`src/rtl/branch_predictor_gshare.sv`:
```
// Gshare conditional-branch predictor: 2-bit counter table indexed by PC XOR global history,
// speculative GHR with repair on mispredict, and saturating performance counters.
module branch_predictor_gshare #(
   parameter int INDEX_BITS   = 6,
   parameter int HISTORY_BITS = 4,
   parameter int CNT_WIDTH    = 32
) (
   input  logic                    clk,
   input  logic                    rst,
   input  logic [31:0]             query_pc,
   input  logic                    query_is_cond,
   input  logic                    query_fire,
   output logic                    predict_taken,
   output logic [HISTORY_BITS-1:0] predict_ghr,
   input  logic                    upd_valid,
   input  logic [31:0]             upd_pc,
   input  logic [HISTORY_BITS-1:0] upd_ghr,
   input  logic                    upd_taken,
   input  logic                    upd_mispredict,
   output logic [CNT_WIDTH-1:0]    stat_predictions,
   output logic [CNT_WIDTH-1:0]    stat_mispredicts
);

   localparam int ENTRIES = 1 << INDEX_BITS;

   function automatic logic [INDEX_BITS-1:0] gshare_idx(input logic [INDEX_BITS-1:0] pc_bits,
                                                        input logic [HISTORY_BITS-1:0] hist);
      gshare_idx = pc_bits ^ INDEX_BITS'(hist);
   endfunction

   function automatic logic [1:0] sat_ctr(input logic [1:0] ctr, input logic taken);
      if (taken) begin
         sat_ctr = (ctr == 2'b11) ? 2'b11 : ctr + 2'b01;
      end else begin
         sat_ctr = (ctr == 2'b00) ? 2'b00 : ctr - 2'b01;
      end
   endfunction

   function automatic logic [CNT_WIDTH-1:0] sat_inc(input logic [CNT_WIDTH-1:0] cnt);
      sat_inc = (&cnt) ? cnt : cnt + CNT_WIDTH'(1);
   endfunction

   logic [1:0]              ctr_q [ENTRIES];
   logic [1:0]              ctr_d;
   logic [HISTORY_BITS-1:0] ghr_q, ghr_d;
   logic [CNT_WIDTH-1:0]    pred_cnt_q, pred_cnt_d;
   logic [CNT_WIDTH-1:0]    misp_cnt_q, misp_cnt_d;
   logic [INDEX_BITS-1:0]   pred_idx_s, upd_idx_s;
   logic                    pred_fire_s, repair_s;
   logic                    unused_pc_bits_s;

   assign unused_pc_bits_s = ^{query_pc[31:INDEX_BITS+2], query_pc[1:0],
                               upd_pc[31:INDEX_BITS+2], upd_pc[1:0]};

   assign pred_idx_s    = gshare_idx(query_pc[INDEX_BITS+1:2], ghr_q);
   assign upd_idx_s     = gshare_idx(upd_pc[INDEX_BITS+1:2], upd_ghr);
   assign predict_taken = ctr_q[pred_idx_s][1];
   assign predict_ghr   = ghr_q;
   assign pred_fire_s   = query_fire && query_is_cond;
   assign repair_s      = upd_valid && upd_mispredict;

   assign stat_predictions = pred_cnt_q;
   assign stat_mispredicts = misp_cnt_q;

   // Next-state for the trained entry, history and stats; repair wins over speculative shift.
   always_comb begin
      ctr_d      = sat_ctr(ctr_q[upd_idx_s], upd_taken);
      ghr_d      = ghr_q;
      pred_cnt_d = pred_cnt_q;
      misp_cnt_d = misp_cnt_q;
      if (repair_s) begin
         ghr_d = {upd_ghr[HISTORY_BITS-2:0], upd_taken};
      end else if (pred_fire_s) begin
         ghr_d = {ghr_q[HISTORY_BITS-2:0], predict_taken};
      end else begin
         ghr_d = ghr_q;
      end
      if (pred_fire_s) begin
         pred_cnt_d = sat_inc(pred_cnt_q);
      end else begin
         pred_cnt_d = pred_cnt_q;
      end
      if (repair_s) begin
         misp_cnt_d = sat_inc(misp_cnt_q);
      end else begin
         misp_cnt_d = misp_cnt_q;
      end
   end

   // Counter table: every entry starts weakly not-taken.
   always_ff @(posedge clk or negedge rst) begin
      if (!rst) begin
         for (int i = 0; i < ENTRIES; i++) begin
            ctr_q[i] <= 2'b01;
         end
      end else if (upd_valid) begin
         ctr_q[upd_idx_s] <= ctr_d;
      end
   end

   // History and performance counters.
   always_ff @(posedge clk or negedge rst) begin
      if (!rst) begin
         ghr_q      <= '0;
         pred_cnt_q <= '0;
         misp_cnt_q <= '0;
      end else begin
         ghr_q      <= ghr_d;
         pred_cnt_q <= pred_cnt_d;
         misp_cnt_q <= misp_cnt_d;
      end
   end

endmodule

```
`config.mk`:
```
export PLATFORM = sky130hd
export DESIGN_NAME = branch_predictor_gshare
export DESIGN_NICKNAME = d
export VERILOG_FILES = /design/src/rtl/branch_predictor_gshare.sv
export SDC_FILE = /design/constraint.sdc
export NUM_CORES = 1
export LEC_CHECK = 0
export ABC_AREA = 0
export BUFFER_PORTS_ARGS = -buffer_cell sky130_fd_sc_hd__buf_2
export CAP_MARGIN = 25
export CORE_ASPECT_RATIO = 0.5
export CORE_MARGIN = 5
export CORE_UTILIZATION = 58
export CTS_CLUSTER_SIZE = 14
export DETAILED_ROUTE_END_ITERATION = 10
export PLACE_DENSITY = 0.92
export SLEW_MARGIN = 20
export SYNTH_ARGS = -nofsm -noshare
export SYNTH_HDL_FRONTEND = slang
export SYNTH_SLANG_ARGS = --single-unit
```
`constraint.sdc`:
```
create_clock -name clk -period 4.22 [get_ports clk]
set_input_delay 0 -clock clk [delete_from_list [all_inputs] [get_ports clk]]
set_output_delay 0 -clock clk [all_outputs]
set_load 0.01 [all_outputs]
```
==> results.md <==
- The run finished with clean final reports.
- The met1 wire length is 9.910 mm.
- The synthesis-stage register bit count is 196.
- Entering global routing, the biggest net connects 125 pins.
- The setup path with the least slack is of type flip-flop to flip-flop.
- The global route total overflow is 0.
- The number of design rule violations left after detail routing is 0.
- The number of buffers inserted during clock tree synthesis is 17.
- The per-cell routed wire length is 22.03 um.
- The largest clock skew in the final design is 11.09 ps.
- The number of standard cells in the layout, taps in and fillers out is 1230.
- The number of endpoints with negative hold slack in the final report was 0.
- In this run the power spent charging and discharging nets is 1.938 mW.
- The number of global-route vias before repair came to 8094.
- Timing would allow up to 244.2 MHz.
- Setup repair after global routing left no endpoint under its margin.
- The peak supply drop is 0.0003459 V.
- The signal arrival time at the worst endpoint is 4410 ps.
- The number of antenna violations at the first check in global routing came to 0.
- In the final design database the tool counted 1059 nets.
- The number of violations of the max-capacitance limit is 0.
- Including well taps, the total number of placed cells is 1189.
- For this run, the number of Yosys warnings is 0.
- The final cycle utilization of the critical path is 97.02%.
- The slew at the pin closest to its max-slew limit is 893.5 ps.
- The boundary pin count is 144.
- The congestion estimate from routability-driven global placement came to 0.9241.
- The HPWL after detailed placement is 17.99 mm.
- The number of endpoints failing setup at the final stage is 0.
- The full die area is 20190 um^2.
- The filler cells instantiated in the layout total 1187.
- The kind of path behind the tightest hold check is input pin to async pin.
- The first detailed-routing pass ran for 5 iterations.
- The post-detailed-route count of antenna-violating nets is 0.
- Yosys mapped a number of flops with a built-in enable equal to 0.
- The growth of design area from synthesis to finish is 13.81%.
- The global router's overall resource usage is 27.04%.
- Clock-pin slew was measured on the worst setup and hold paths at 70 ps.
- The average instance area after synthesis is 11.35 um^2.
- The count of standard-cell rows is 34.
- The uppermost layer routed is met4.
- The die is 103.0 um tall.
- Net switching is 31.63% of the power.
- The CTS tree is done.
- The headroom to the max-slew limit is 38.89%.
- Summing every instance area after synthesis gives 10030 um^2.
- The sum of routed wire length over all layers is 27.10 mm.
- In this run the power density over the cells is 536.5 nW/um^2.
- Of the total power, the clock network draws 28.1%.
- The smallest clock period supported by the final layout is computed as 4094 ps.
- The number of DRC markers after the initial detailed-route iteration is 928.
- The maximum number of buffers from clock root to sink is 2.
- The share of total power dissipated in combinational logic is 26.2%.
- The overall via count from detail_route is 7957.
- The type of element launching the critical path is a flip-flop.
- In this run the number of H-tree levels came out at 4.
- The final-layout setup total negative slack is 0 ps.
- The number of different library cells used by synthesis comes to 56.
- The floorplan step defined a core boundary enclosing 17190 um^2.
- The synthesized netlist cell count is 884.
- The total length of routed met3 wires is 3.185 mm.
- The largest fanout of any net on the critical path is 16.
- Clock tree synthesis found a total of 196 sinks.
- The number of slew-limit violations in the final report is 0.
- Port buffering added 91 buffers.
- Summed over all cells, the static leakage comes to 4.966 nW.
- The global-route wire length before repair is 42.66 mm.
- The share of the Yosys chip area taken by registers is 49.69%.
- The post-synthesis net count is 961.
- The element type at the critical path end is a flip-flop.
- The layout cell share with drive strength beyond 1 is 31.26%.
- Clock latency on the worst-skew pair, taken at its later pin, is 440 ps.
- Cell internal power was estimated by the tool at 4.187 mW.
- Counting flops with an async set or reset pin after synthesis yields a share of 100.0%.
- The part of the power in registers is 45.7%.
- At the worst endpoint, the required time is 4540 ps.
- The die width is 196.0 um.
- In the routed layout, each cell is associated on average with a via count of 6.469.
- After detailed routing, the met2 layer carries 12.49 mm of wire.
- Among all flip-flop cells after synthesis, the most frequent one is dfrtp_1.
- The initial core utilization is 58.37%.
- The library cell used as clock root buffer is clkbuf_16.
- After clock tree synthesis, the setup repair step added 0 buffers.
-- stage by stage --
step	hold slack [ps]	setup slack [ps]	power [mW]	area (um^2)	util, %
final	67.63	125.6	6.125	11420	66.43
after global routing	106.5	46.24	6.366	11410	66.42
after CTS	126.2	112.1	6.088	11380	66.23
after detailed placement	234.6	863.4	4.339	10700	62.27
after global placement	208.4	933.1	4.228	10700	62.27
after floorplan	-295.6	954.4	3.839	10030	-
-- Yosys cell counts (15+ instances only) --
cell type / n / share of area [%]
xor2_1: 18 / 1.6
buf_6: 15 / 1.7
nor2_1: 154 / 5.8
nand2_1: 57 / 2.1
nand4_1: 15 / 0.94
mux2_4: 54 / 8.1
dfstp_2: 64 / 17
mux2i_1: 23 / 2.3
a21oi_1: 78 / 3.9
nor3_1: 15 / 0.75
xnor2_1: 52 / 4.5
dfrtp_1: 132 / 33
nand3_1: 32 / 1.6
mux4_2: 26 / 5.8
-- registers in the layout, summed over array words and instances, names as in the netlist --
register	flops
predict_ghr	4
ctr_q	128
stat_mispredicts	32
stat_predictions	32
-- metal layers --
metal | global-route usage, % | vias to the layer above
met3 | 7.313 | 154
met1 | 32.94 | 3829
met5 | 0 | -
met4 | 14.16 | 0
met2 | 45.22 | 613
li1 | - | 3361
-- cell families after synthesis --
family                     share of synthesized area [%]
and+or+nand+nor                                    13.82
DFF                                                49.69
AOI/OAI and AO/OA                                  8.556
muxes                                              17.78
xor gates and xnor gates                           6.760
buffers and inverters                              2.931
adders and majority gates                         0.4614
-- power groups by stage --
| stage | sequential, mW | clock, mW | combinational, mW |
|---|---|---|---|
| floorplan | 2.71 | 0 | 1.13 |
| global placement | 2.76 | 0 | 1.47 |
| detailed placement | 2.80 | 0 | 1.54 |
| CTS | 2.78 | 1.74 | 1.57 |
| global route | 2.84 | 1.81 | 1.71 |
| finish | 2.80 | 1.72 | 1.61 |
-- placed cells by master, fill, tap and decap left out, drive strengths merged, types with 21 or more instances in the layout --
cell type and count:
nor2 155, dfrtp 132, buf 109, a21oi 78
mux2 68, dfstp 64, nand2 57, xnor2 53
nand3 32, mux4 26, clkbuf 24, mux2i 23
xor2 21
-- worst paths after layout --
path | slack, ps | end | cells past startpoint | from
setup / recovery | 130 | predict_ghr[0] | 9 | predict_ghr[0]
hold / removal | 70 | ctr_q[61] | 2 | rst
setup reg to reg | 130 | predict_ghr[0] | 9 | predict_ghr[0]
hold reg to reg | 500 | stat_mispredicts[11] | 1 | stat_mispredicts[11]
max in group asynchronous | 3280 | ctr_q[44] | 3 | rst
min in group clk | 140 | predict_ghr[3] | 4 | query_fire
-- area by class of cell --
type	instances	area [um^2]	area share, %
clock inverters	9	143.9	1.260
flip-flops and latches	196	4985	43.66
well taps	234	292.8	2.564
multi-input cells	645	4781	41.87
diodes	1	2.502	0.02192
clock buffers	23	467.9	4.099
repair buffers	117	725.7	6.356
inverters	5	18.77	0.1644
-- worst max-delay path, stage by stage, from the launching register on --
cell and delay (ps):
dfrtp_1 450, xor2_2 200, buf_6 290, mux4_2 600, mux4_2 530, mux4_2 550, nand3_1 120, dlygate4sd3_1 560
a31oi_1 80, dlygate4sd3_1 580
-- timing repair --
| action | CTS | global route |
|---|---|---|
| setup endpoints to repair | 0 | 1 |
| resized for setup | 0 | 1 |
| hold buffers | 7 | 0 |
| endpoints found under the hold margin | 82 | 0 |
Power figures use the tool's default switching activity.
